### src/rtl/pwm_multi.sv
// Multi-channel PWM generator: one shared prescaled counter, per-channel duty compare, and duty
// updates through a valid/ready shadow register applied only at period boundaries.
// Optional: define PWM_CENTER_ALIGN_EN to allow center-aligned counting selected by mode.
module pwm_multi #(
    parameter int unsigned WIDTH      = 8,
    parameter int unsigned CHANNELS   = 1,
    parameter int unsigned PRESCALE_W = 8
) (
    input  logic                      clk,
    input  logic                      nRst,
    input  logic                      enable,
    input  logic [PRESCALE_W-1:0]     prescale,
    input  logic [CHANNELS*WIDTH-1:0] duty,
    input  logic                      duty_valid,
    output logic                      duty_ready,
    input  logic                      mode,
    output logic [CHANNELS-1:0]       pwm_o,
    output logic                      period_start
);

    logic [PRESCALE_W-1:0]     presc_cnt_q, presc_cnt_d;
    logic [WIDTH-1:0]          count_q, count_d;
    logic [CHANNELS*WIDTH-1:0] active_q, active_d;
    logic [CHANNELS*WIDTH-1:0] shadow_q, shadow_d;
    logic                      pending_q, pending_d;
    logic [CHANNELS-1:0]       pwm_q, pwm_d;
    logic                      period_start_q, period_start_d;
    logic                      tick, boundary, accept;

`ifdef PWM_CENTER_ALIGN_EN
    localparam logic [WIDTH-1:0] CntMax = '1;
    logic dir_down_q, dir_down_d;
    logic mode_q, mode_d;
`else
    logic unused_mode;
    assign unused_mode = mode;
`endif

    // Prescaler and counter; a boundary is the tick on which the counter returns to zero.
    always_comb begin
        tick        = (presc_cnt_q >= prescale);
        presc_cnt_d = tick ? '0 : presc_cnt_q + PRESCALE_W'(1);
        count_d     = count_q;
`ifdef PWM_CENTER_ALIGN_EN
        dir_down_d  = dir_down_q;
        if (tick) begin
            if (mode_q && dir_down_q) begin
                count_d = count_q - WIDTH'(1);
            end else if (mode_q && (count_q == CntMax)) begin
                count_d    = CntMax - WIDTH'(1);
                dir_down_d = 1'b1;
            end else begin
                count_d = count_q + WIDTH'(1);
            end
        end
        if (count_d == '0) begin
            dir_down_d = 1'b0;
        end
`else
        if (tick) begin
            count_d = count_q + WIDTH'(1);
        end
`endif
        boundary = tick && (count_d == '0);
        // While stopped every cycle counts as a boundary so a pending word lands at once.
        if (!enable) begin
            presc_cnt_d = '0;
            count_d     = '0;
            boundary    = 1'b1;
`ifdef PWM_CENTER_ALIGN_EN
            dir_down_d  = 1'b0;
`endif
        end
`ifdef PWM_CENTER_ALIGN_EN
        mode_d = boundary ? mode : mode_q;
`endif
    end

    // Accept and apply are exclusive: accept needs an empty shadow, apply needs a full one.
    always_comb begin
        accept    = duty_valid && !pending_q;
        shadow_d  = accept ? duty : shadow_q;
        active_d  = active_q;
        pending_d = pending_q;
        if (boundary && pending_q) begin
            active_d  = shadow_q;
            pending_d = 1'b0;
        end
        if (accept) begin
            pending_d = 1'b1;
        end
    end

    always_comb begin
        pwm_d = '0;
        for (int unsigned i = 0; i < CHANNELS; i++) begin
            pwm_d[i] = enable && (count_q < active_q[i*WIDTH +: WIDTH]);
        end
        // The first clk of count zero is the only cycle with both counters at zero.
        period_start_d = enable && (count_q == '0) && (presc_cnt_q == '0);
    end

    always_ff @(posedge clk or negedge nRst) begin
        if (!nRst) begin
            presc_cnt_q    <= '0;
            count_q        <= '0;
            active_q       <= '0;
            shadow_q       <= '0;
            pending_q      <= 1'b0;
            pwm_q          <= '0;
            period_start_q <= 1'b0;
`ifdef PWM_CENTER_ALIGN_EN
            dir_down_q     <= 1'b0;
            mode_q         <= 1'b0;
`endif
        end else begin
            presc_cnt_q    <= presc_cnt_d;
            count_q        <= count_d;
            active_q       <= active_d;
            shadow_q       <= shadow_d;
            pending_q      <= pending_d;
            pwm_q          <= pwm_d;
            period_start_q <= period_start_d;
`ifdef PWM_CENTER_ALIGN_EN
            dir_down_q     <= dir_down_d;
            mode_q         <= mode_d;
`endif
        end
    end

    assign duty_ready   = !pending_q;
    assign pwm_o        = pwm_q;
    assign period_start = period_start_q;

endmodule

### config.mk
export PLATFORM = sky130hd
export DESIGN_NAME = pwm_multi
export DESIGN_NICKNAME = d
export VERILOG_FILES = /design/src/rtl/pwm_multi.sv
export SDC_FILE = /design/constraint.sdc
export NUM_CORES = 1
export LEC_CHECK = 0
export CAP_MARGIN = 15
export CORE_ASPECT_RATIO = 1.1
export CORE_MARGIN = 2
export CORE_UTILIZATION = 50
export CTS_BUF_LIST = sky130_fd_sc_hd__clkbuf_16
export CTS_CLUSTER_SIZE = 10
export DETAILED_ROUTE_END_ITERATION = 10
export MAX_ROUTING_LAYER = met4
export PLACE_DENSITY_LB_ADDON = 0.12
export REMOVE_ABC_BUFFERS = 1
export SYNTH_ARGS = -nofsm -noshare
export SYNTH_HDL_FRONTEND = slang
export SYNTH_SLANG_ARGS = --single-unit
### constraint.sdc
create_clock -name clk -period 2.35 [get_ports clk]
set_clock_uncertainty 0.1 [all_clocks]
set_input_delay 0.47 -clock clk [delete_from_list [all_inputs] [get_ports clk]]
set_output_delay 0.47 -clock clk [all_outputs]
set_load 0.005 [all_outputs]
==> results.cfg <==
[placement]
portBuffers = 22
place_hpwl_um = 3159
gp_congestion = 0.8462

[power]
pwr-share-comb_pct = 22.5
p_seq_share_pct = 42.7
power.leakage_nw = 1.445
p_clk_share_pct = 34.9
power_switching_w = 0.0004609
p_sw_share_pct = 25.47
internal_power_w = 0.001349
total_power_w = 0.001810
ir_drop_mv = 0.4853
p_per_area_nw_per_um2 = 637.5

[sta]
setup_ws_ps = -149.6
rsz0062_at_grt = yes
fin_crit_ps = 2500
drv_slew = 0
final-setup-viol-count = 8
clock.fmax_ghz = 0.4001
timing.slew.headroom_pct = 69.49
hold_viol = 0
worstMarginPinSlew_ps = 457.6
finalCritPeriodShare_pct = 106.4

[route]
drt_first_pass_iters = 4
dr_total_vias = 1638
routedWlPerCell_um = 15.84
ant_nets = 0
drc_errors = 0
drt_iter0_markers = 96
routed_wl_um = 4785
viasPerCell = 5.424

[setup_path]
crit_path_end_kind = flip-flop
cp-startpoint = count_q[7]
arrival_ps = 2560
reg2reg_from = count_q[7]
start_kind = flip-flop
path_cells = xor2_1 -> or4b_1 -> a211o_1 -> o41ai_4 -> nand2_4 -> mux2_4
crit_cells = 6
cpPeakStageDelay_ps = 470
ff2ff_path_depth = 6
worst-setup-path-type = reg2reg
cp.buffers_inverters = 0
required_ps = 2420
timing.critical_path.slowest_stage_cell = or4b_1
crit_fanout = 8
crit_family = compound AO/OA/AOI/OAI gates

[synth]
synth_area_um2 = 2009
ys_ff_latch = 35
synth_area_leaders = dfrtp_1 (44%), ha_1 (12%), mux2_4 (6.0%), mux2_2 (4.5%), inv_1 (3.7%)
yosysSeqAreaShare_pct = 43.59
ys_types = 39
synth_top_cell_area_share_pct = 43.59
avgSynthCellArea_um2 = 10.86
syn_inst = 185
yosys_warnings = 0
yosys.area.top_type = dfrtp_1

[layout]
multi_input_comb_area_um2 = 1162
drive_above_1_share_pct = 32.53
final.fill_count = 269
nNetsFinal = 288
fin_util_pct = 72.72
area.sequential_um2 = 875.8
area_growth_pct = 41.28

[clock_tree]
root_buffer = clkbuf_16
clkLatencyLatePin_ps = 280
htree_num_levels = 2
cts_hold_buf = 0
cts_tree = built
clock_path_buffers = 2
numCtsBuffers = 5
clkTransAtPathRegs_ps = 60
cts_num_sinks = 35

[grt]
antenna_found_initial = 1
grt_pass1_vias = 1782
grt_max_degree = 36
gr-total-overflow = 0
grt_util_all_layers_pct = 23.32
grt_pass1_wl_um = 7810

[floorplanning]
core_um2 = 3904
die_height_um = 70.49
std_cell_rows = 24
ios = 24
start_util_pct = 51.47
die_area_um2 = 4543
die_width_um = 64.45

[status]
status = finished, violations left
violations = negative setup slack

[min_path]
min_from = shadow_q[7]
worstHoldPathType = reg2reg
hold_depth = 1

[flow_run]
drv_cap = 0
-- metrics by stage --
step	worst slack, ps	instances	cell area [um^2]	hold slack, ps	setup TNS [ps]
final	-149.6	302	2839	411.5	-1128
after global routing	-216.3	302	2839	428.1	-1708
after CTS	-178.1	297	2768	415.4	-1345
after detailed placement	-591.7	282	2479	403.2	-10690
after global placement	-552.6	282	2479	385.9	-10760
after floorplan	-206.1	182	1998	74.41	-1669
-- power groups by stage --
stage	Clock (W)	Sequential, W	Combinational [W]
2_1_floorplan	0	0.000761	0.000240
3_3_place_gp	0	0.000769	0.000350
3_5_place_dp	0	0.000783	0.000372
4_1_cts	0.000640	0.000772	0.000405
5_1_grt	0.000674	0.000784	0.000452
6_report	0.000631	0.000772	0.000407
-- registers in the layout, indices dropped and copies added, names as in the netlist --
register,count
pwm_o,1
period_start,1
active_q,8
shadow_q,8
presc_cnt_q,8
pending_q,1
count_q,8
-- logic make-up after synthesis --
group                      share of synthesized area (%)
buffers and inverters                              4.296
xor gates and xnor gates                           5.666
DFF                                                43.59
adders and majority gates                          11.83
AOI/OAI and AO/OA                                  9.590
muxes                                              10.46
and+or+nand+nor                                    14.57
-- path summary, 6_finish.rpt --
check | endpoint | slack [ps]
setup / recovery | active_q[0] | -150
hold / removal | active_q[7] | 410
setup reg to reg | active_q[0] | -150
hold reg to reg | active_q[7] | 410
max in group asynchronous | presc_cnt_q[0] | 1310
min in group asynchronous | count_q[0] | 520
-- Yosys cell counts --
library cell / count
a21o_1: 3
ha_1: 19
nor3_1: 1
nor2b_1: 2
or3_1: 1
a41o_1: 1
nand2_4: 1
a21oi_1: 2
or4b_2: 1
nand3_1: 9
a211o_1: 1
o21a_1: 1
nor4_1: 3
inv_1: 20
and3_1: 3
nor2_1: 13
o41ai_4: 1
nand2_2: 1
or3_2: 1
mux2_4: 8
xnor2_1: 5
o32a_2: 1
nand4_1: 2
o31ai_1: 1
nand2b_1: 2
o21bai_1: 1
clkbuf_1: 3
mux2_2: 8
xor2_1: 8
o21ai_0: 5
nand2_1: 8
a21boi_0: 3
o31a_1: 1
o211ai_1: 1
and2_1: 6
or4b_1: 1
dfrtp_1: 35
a2111oi_0: 1
a211oi_1: 1
-- layer usage --
| layer | up-vias | share of wire (%) | track usage, % |
|---|---|---|---|
| li1 | 765 | - | - |
| met1 | 809 | 36 | 22.48 |
| met2 | 49 | 57 | 43.52 |
| met3 | 15 | 3.8 | 4.831 |
| met4 | 0 | 2.8 | 11.11 |
| met5 | - | 0 | - |
-- placed cells by master, fill, tap and decap left out, drive strengths merged, types with 6 or more instances in the layout --
cell type	netlist	final
buf	0	37
nand2	10	10
nor2	13	13
mux2	16	16
nand3	9	9
inv	20	21
ha	19	19
dfrtp	35	35
and2	6	6
clkdlybuf4s50	0	14
xor2	8	8
-- repair_timing --
item                       in CTS  in global routing
setup endpoints to repair      22                 14
gates cloned                    0                  0
buffers inserted                7                  6
resized for setup              20                 10
pin swaps                      16                 12
-- cell type report --
cell class,instances,area share [%]
clock inverters,3,0.5729
repair buffers,59,18.20
diodes,1,0.08814
multi-input cells,127,40.94
clock buffers,5,4.407
well taps,52,2.292
inverters,20,2.644
flip-flops and latches,35,30.85
Note: power is estimated with default switching activity, not from simulation.
